==> config.mk <==
export PLATFORM = sky130hd
export DESIGN_NAME = digit_scan_mux
export DESIGN_NICKNAME = d
export VERILOG_FILES = /design/src/rtl/digit_scan_pkg.sv /design/src/rtl/scan_prescaler.sv /design/src/rtl/digit_scan_mux.sv
export SDC_FILE = /design/constraint.sdc
export NUM_CORES = 1
export LEC_CHECK = 0
export ABC_CLOCK_PERIOD_IN_PS = 3310
export BUFFER_PORTS_ARGS = -buffer_cell sky130_fd_sc_hd__buf_4
export CORE_MARGIN = 2
export CORE_UTILIZATION = 55
export DETAILED_ROUTE_END_ITERATION = 10
export MAX_ROUTING_LAYER = met4
export PLACE_DENSITY = 0.79
export SLEW_MARGIN = 20
export SYNTH_ARGS = -nofsm -noshare
export SYNTH_HDL_FRONTEND = slang
export SYNTH_SLANG_ARGS = --single-unit
==> constraint.sdc <==
create_clock -name clk -period 3.31 [get_ports clk]
set_input_delay 0.4965 -clock clk [delete_from_list [all_inputs] [get_ports clk]]
set_output_delay 0.4965 -clock clk [all_outputs]
set_load 0.01 [all_outputs]
==> src/rtl/digit_scan_pkg.sv <==
`default_nettype none
// ============================================================================
// Module      : digit_scan_pkg
// Description : Shared types and helpers for the digit scanner: FSM state
//               type, counter/index width helpers and a one-hot encoder.
// Revision    : 1.0 - initial release
// ============================================================================
package digit_scan_pkg;

  typedef enum logic [0:0] {
    IDLE = 1'b0,
    SCAN = 1'b1
  } state_t;

  // Widest digit count the one-hot helper can express
  localparam int MAX_DIGITS = 32;

  // Prescale counter width: $clog2(PRESCALE), never below one bit
  function automatic int cnt_width(input int prescale);
    return (prescale > 1) ? $clog2(prescale) : 1;
  endfunction

  // Digit index width: $clog2(DIGITS), never below one bit
  function automatic int idx_width(input int digits);
    return (digits > 1) ? $clog2(digits) : 1;
  endfunction

  // One-hot vector with bit 'idx' set; callers truncate to their digit count
  function automatic logic [MAX_DIGITS-1:0] onehot(input int unsigned idx);
    return {{(MAX_DIGITS-1){1'b0}}, 1'b1} << idx;
  endfunction

endpackage : digit_scan_pkg
`default_nettype wire

==> src/rtl/scan_prescaler.sv <==
`default_nettype none
// ============================================================================
// Module      : scan_prescaler
// Description : Refresh prescaler. Counts 0..PRESCALE-1 while enabled,
//               clears synchronously, and asserts tick on the terminal count.
// Revision    : 1.0 - initial release
// ============================================================================
module scan_prescaler
  import digit_scan_pkg::*;
#(
  parameter int PRESCALE = 100000
) (
  input  logic clk,
  input  logic rst_n,
  input  logic en,
  input  logic clr,
  output logic tick
);

  localparam int               CNT_W = cnt_width(PRESCALE);
  localparam logic [CNT_W-1:0] LAST  = CNT_W'(PRESCALE - 1);

  logic [CNT_W-1:0] cnt;

  // Terminal count is only meaningful while the counter is running
  assign tick = en && (cnt == LAST);

  // Free-running modulo-PRESCALE counter with clear taking priority
  always_ff @(posedge clk) begin
    if (!rst_n || clr) begin
      cnt <= '0;
    end else if (en) begin
      cnt <= (cnt == LAST) ? '0 : cnt + 1'b1;
    end
  end

endmodule : scan_prescaler
`default_nettype wire

==> src/rtl/digit_scan_mux.sv <==
`default_nettype none
// ============================================================================
// Module      : digit_scan_mux
// Description : Time-multiplexed N-digit scanner. Snapshots the digit bus and
//               blank mask once per frame, rotates a one-hot digit select and
//               drives the selected nibble to the segment decoder.
//               Optional macro LEAD_ZERO_BLANK_EN: auto-darkens leading zero
//               digits (digit 0 is always lit unless masked).
// Revision    : 1.0 - initial release
// ============================================================================
module digit_scan_mux
  import digit_scan_pkg::*;
#(
  parameter int DIGITS   = 4,
  parameter int NIB_W    = 4,
  parameter int PRESCALE = 100000
) (
  input  logic                    clk,
  input  logic                    rst_n,
  input  logic                    en,
  input  logic [DIGITS*NIB_W-1:0] in,
  input  logic [DIGITS-1:0]       blank_mask,
  output logic [DIGITS-1:0]       select,
  output logic [NIB_W-1:0]        OUT,
  output logic                    frame_tick
);

  localparam int               IDX_W    = idx_width(DIGITS);
  localparam logic [IDX_W-1:0] LAST_IDX = IDX_W'(DIGITS - 1);

  state_t                  state, state_n;
  logic [IDX_W-1:0]        idx, idx_n;
  logic [DIGITS*NIB_W-1:0] snapshot, snap_n;
  logic [DIGITS-1:0]       mask_q, mask_n;
  logic                    load;
  logic                    ft_n;
  logic                    adv_tick;
  logic [DIGITS-1:0]       lz;
  logic [DIGITS-1:0]       sel_n;
  logic [NIB_W-1:0]        nib_n;

  scan_prescaler #(
    .PRESCALE (PRESCALE)
  ) u_prescaler (
    .clk   (clk),
    .rst_n (rst_n),
    .en    (state == SCAN && en),
    .clr   (state != SCAN || !en),
    .tick  (adv_tick)
  );

  // Next-state: frame start, digit advance with snapshot reload at the wrap
  always_comb begin
    state_n = state;
    idx_n   = idx;
    snap_n  = snapshot;
    mask_n  = mask_q;
    load    = 1'b0;
    ft_n    = 1'b0;
    case (state)
      IDLE: begin
        if (en) begin
          state_n = SCAN;
          idx_n   = '0;
          snap_n  = in;
          mask_n  = blank_mask;
          load    = 1'b1;
          ft_n    = 1'b1;
        end
      end
      SCAN: begin
        if (!en) begin
          state_n = IDLE;
          idx_n   = '0;
        end else if (adv_tick) begin
          load = 1'b1;
          if (idx == LAST_IDX) begin
            idx_n  = '0;
            snap_n = in;
            mask_n = blank_mask;
            ft_n   = 1'b1;
          end else begin
            idx_n = idx + 1'b1;
          end
        end
      end
      default: state_n = IDLE;
    endcase
  end

`ifdef LEAD_ZERO_BLANK_EN
  logic zero_run;

  // Digit k>=1 is a leading zero when it and every higher digit are zero
  always_comb begin
    zero_run = 1'b1;
    lz       = '0;
    for (int k = DIGITS - 1; k >= 1; k--) begin
      zero_run = zero_run && (snap_n[k*NIB_W +: NIB_W] == '0);
      lz[k]    = zero_run;
    end
  end
`else
  assign lz = '0;
`endif

  // Outputs are derived from the post-edge index and snapshot
  assign sel_n = DIGITS'(onehot(32'(idx_n))) & ~(mask_n | lz);
  assign nib_n = snap_n[idx_n*NIB_W +: NIB_W];

  // State, snapshot and registered outputs
  always_ff @(posedge clk) begin
    if (!rst_n) begin
      state      <= IDLE;
      idx        <= '0;
      snapshot   <= '0;
      mask_q     <= '0;
      select     <= '0;
      OUT        <= '0;
      frame_tick <= 1'b0;
    end else begin
      state      <= state_n;
      idx        <= idx_n;
      snapshot   <= snap_n;
      mask_q     <= mask_n;
      frame_tick <= ft_n;
      if (load) begin
        select <= sel_n;
        OUT    <= nib_n;
      end else if (state_n == IDLE) begin
        select <= '0;
        OUT    <= '0;
      end
    end
  end

endmodule : digit_scan_mux
`default_nettype wire

==> impl_summary.txt <==
----------------------------------------------------
[STA]
  Setup skew after layout ... around 0.0086 ns
  Final worst-path cycle share ... 86.3%
  Final setup violation count ... 0
  Actual transition at the worst max-transition pin ... 0.647 ns
  Relative slew margins ... 56.9%
  RSZ-0062 raised after global routing ... false
  Final hold violation count ... 0
  Max-slew violations ... 0
  Minimum clock period ... around 2.9 ns
  Total Negative Setup Slacks ... 0 ns
  Final WS setup ... between 0.4 and 0.5 ns
  Maximum frequency from static timing analysis ... 350 MHz

[CTS]
  Number of buffers between clock root and the deepest sink ... 2
  TritonCTS clock tree ... built
  Clock transition at the registers of the reported paths ... 0.09 ns
  Quantity of gates resized following cts ... 0
  Count of hold-fix buffers inserted at cts ... 0
  Later-pin clock latency in the skew report ... a little over 0.3 ns
  Clock sinks ... 49
  TritonCTS buffer count ... 5
  Number of H-tree branching levels ... 2
  Number of buffers added for setup after CTS ... 0
  Clock root buffer master ... clkbuf_8

[Critical path]
  End of the critical path ... OUT[2]$_SDFFE_PN0P_
  Endpoint of the worst register-to-register path ... OUT[2]$_SDFFE_PN0P_
  Minimum setup slack among reg-to-reg paths ... 0.46 ns
  Critical Setup Path Class ... register to register
  Slowest library cell on the worst path ... or4b_1
  CP Data Arrival Time ... 3.06 ns
  Launch point of the critical path ... u_prescaler.cnt[0]$_SDFFE_PP0N_
  Crit-path cells ... ha_1, nand3_2, or4b_1, o21ai_2, buf_4, mux2i_1, a221oi_1, a32o_1
  Required time worst endpoint ... 3.52 ns
  Crit end category ... register
  Largest stage delay on the critical path ... around 0.70 ns
  CP Launch Type ... register
  Path depth of the worst reg2reg path ... 8
  Startpoint of the most critical register-to-register path ... u_prescaler.cnt[0]$_SDFFE_PP0N_
  Highest fanout seen on the critical path ... 8

[Global routing]
  First-pass GRT wire length ... 7.92 mm
  Maximum number of pins on one net before global-route repair ... 25
  Aggregate global routing overflow ... 0
  Vias in the first global route ... approximately 1,800
  Antenna violations before repair ... 0
  Global routing usage summed across all routing layers ... 24.0%

[Final layout]
  Relative area change from synthesis to final layout ... 18.1%
  Non-filler instance count after layout ... 322
  N_diodes ... 0
  Filler Cell Count ... 305
  Share of cells above drive strength 1 ... 18.6%
  Nets@finish ... between 200 and 300

[Logic synthesis]
  Post-synthesis sequential element count ... 49
  Share of the yosys chip area belonging to registers ... 44.9%
  Mean area per synthesized cell ... between 9 and 10 um2
  Post-synthesis instance area ... ~0.0022 mm2
  Commonest register cell after synthesis ... dfxtp_1
  Net count after synthesis ... around 270
  Number of distinct library cells after synthesis ... 45
  Proportion of register bits with asynchronous set or reset after synthesis ... 0%
  Ys Warns ... 0
  Post-synth EDFFs ... 0
  Cells after synthesis ... between 200 and 250

[Routing]
  Post-detailed-route via-to-cell ratio ... 5.55
  Remaining antenna violation count ... 0
  Pre-Repair DR Iteration Count ... 4
  Routed length per instance ... 14.4 um
  DR DRC count ... 0
  Initial drt markers ... 121
  Total Routed Length ... 4.64 mm
  Total via count in the routed design ... 1,787

[Floorplanning]
  Number of top-level pins ... 32
  Starting utilization of the core area ... approximately three fifths
  Die Footprint ... 0.00449 mm2
  Horizontal die dimension ... 67.0 um
  Core box area ... 0.00374 mm2
  Die span in y ... 67.0 um
  Cell Rows ... 22

[Placement]
  Number of placed instances, taps included ... 314
  Input/output buffers ... 31
  Post-placement worst setup slack ... 0.536 ns
  Placed wire-length estimate after detailed placement ... roughly 3.3 mm
  Final weighted congestion of routability-driven global placement ... 0.822

[Worst hold path]
  Min-delay worst type ... input pin to register
  Number of instances on the worst hold path ... 3

[Run]
  Number of max-cap violations ... 0

[Pwr]
  Power density relative to cell area ... 442 mW/mm2
  Leak ... 1.03 nW
  Total power draw ... between 0.001 and 0.0015 W
  Max VDD drop ... 0.365 mV

[Outcome]
  Result of the run ... finished clean

----------------------------------------------------
## cells in the mapped netlist (2+ instances only)
library cell  instances  area (um2)
dfxtp_1              49         981
nor2_1               42         158
nand2_1              20        75.1
mux2i_1              16         160
xor2_1               10        87.6
and3_1                9        56.3
nand3_1               8        40.0
a32o_1                7        70.1
clkbuf_1              7        26.3
inv_1                 7        26.3
a21oi_1               5        25.0
nand4_1               5        31.3
xnor2_1               5        43.8
a221oi_1              3        26.3
and2_1                3        18.8
buf_4                 3        22.5
nand2b_1              3        18.8
o21ai_0               3        15.0
o32ai_1               3        26.3
a31oi_1               2        12.5
ha_1                  2        25.0
nand4bb_1             2        22.5
nor3_1                2        10.0
nor3b_1               2        15.0
o31ai_1               2        15.0
or2_2                 2        12.5
## cell usage in the layout, fill, tap and decap left out, types with 2 or more instances in the layout
cell type / instances
dfxtp_1: 49
buf_4: 36
and3_1: 9
nand4bb_1: 2
a21oi_1: 5
and2_1: 3
nor2_1: 42
a32o_1: 7
o31ai_1: 2
nor3_1: 2
xnor2_1: 5
clkbuf_8: 5
nand2_1: 20
ha_1: 2
o21ai_0: 3
nand3_1: 8
nand2b_1: 3
a31oi_1: 2
nand4_1: 5
xor2_1: 10
mux2i_1: 16
or2_2: 2
o32ai_1: 3
a221oi_1: 3
inv_1: 7
nor3b_1: 2
## logic make-up (layout without fill, tap and decap cells)
family	after synthesis	in the layout	synth area share (%)
xor gates and xnor gates	15	15	6.01
DFF	49	49	44.9
muxes	17	17	7.85
AOI/OAI and AO/OA	37	37	13.4
adders and majority gates	2	2	1.15
buffers and inverters	18	51	3.67
and+or+nand+nor	103	103	23.0
## worst max-delay path, delay by kind of cell (launching register included)
| family | cells | cell delay [ns] |
|---|---|---|
| compound gates | 3 | 0.83 |
| fa+ha+maj | 1 | 0.22 |
| buf+inv | 1 | 0.26 |
| flops | 1 | 0.37 |
| mux | 1 | 0.25 |
| simple gates | 2 | 0.81 |
## per-stage QoR
stage	area [um2]	hold slack (ns)	util (%)
2_1_floorplan	2180	0.418	-
3_3_place_gp	2460	0.429	65.8
3_5_place_dp	2460	0.444	65.8
4_1_cts	2580	0.442	68.9
5_1_grt	2580	0.457	68.9
6_report	2580	0.444	68.9
## power by group
| part | internal [W] | switching, W |
|---|---|---|
| clock | 0.000226 | 0.000204 |
| sequential | 0.000608 | 0.00000727 |
| combinational | 0.0000475 | 0.0000482 |
## cell type report
type                    count  area (um2)  area share, %
flip-flops and latches     49         981           38.0
multi-input cells         174        1130           43.7
inverters                   7        26.3           1.02
well taps                  48        60.1           2.33
clock buffers               5        68.8           2.67
repair buffers             36         270           10.5
clock inverters             3        46.3           1.79
## metal layers
layer | GRT usage (%) | share of wire [%] | vias to the layer above | routed length, um
met2 | 40.6 | 49 | 51 | 2290
met5 | - | 0 | - | 0
met1 | 28.2 | 45 | 810 | 2070
met4 | 8.93 | 1.5 | 0 | 69
met3 | 4.56 | 4.5 | 7 | 210
li1 | - | - | 919 | -
## worst min path at each step
stage                                                 end                             from  slack, ns
after floorplan           u_prescaler.cnt[0]$_SDFFE_PP0N_  u_prescaler.cnt[0]$_SDFFE_PP0N_       0.42
after global placement    u_prescaler.cnt[0]$_SDFFE_PP0N_  u_prescaler.cnt[0]$_SDFFE_PP0N_       0.43
after detailed placement  u_prescaler.cnt[0]$_SDFFE_PP0N_  u_prescaler.cnt[0]$_SDFFE_PP0N_       0.44
after CTS                            mask_q[1]$_SDFF_PN0_                    blank_mask[1]       0.44
after global routing               snapshot[4]$_SDFF_PN0_                            in[4]       0.46
final                                mask_q[1]$_SDFF_PN0_                    blank_mask[1]       0.44
## registers in the layout, summed over array words and instances, names as in the netlist
register / count
u_prescaler.cnt: 17
snapshot: 16
mask_q: 4
OUT: 4
frame_tick: 1
select: 4
idx: 2
state: 1
Power figures use the tool's default switching activity.
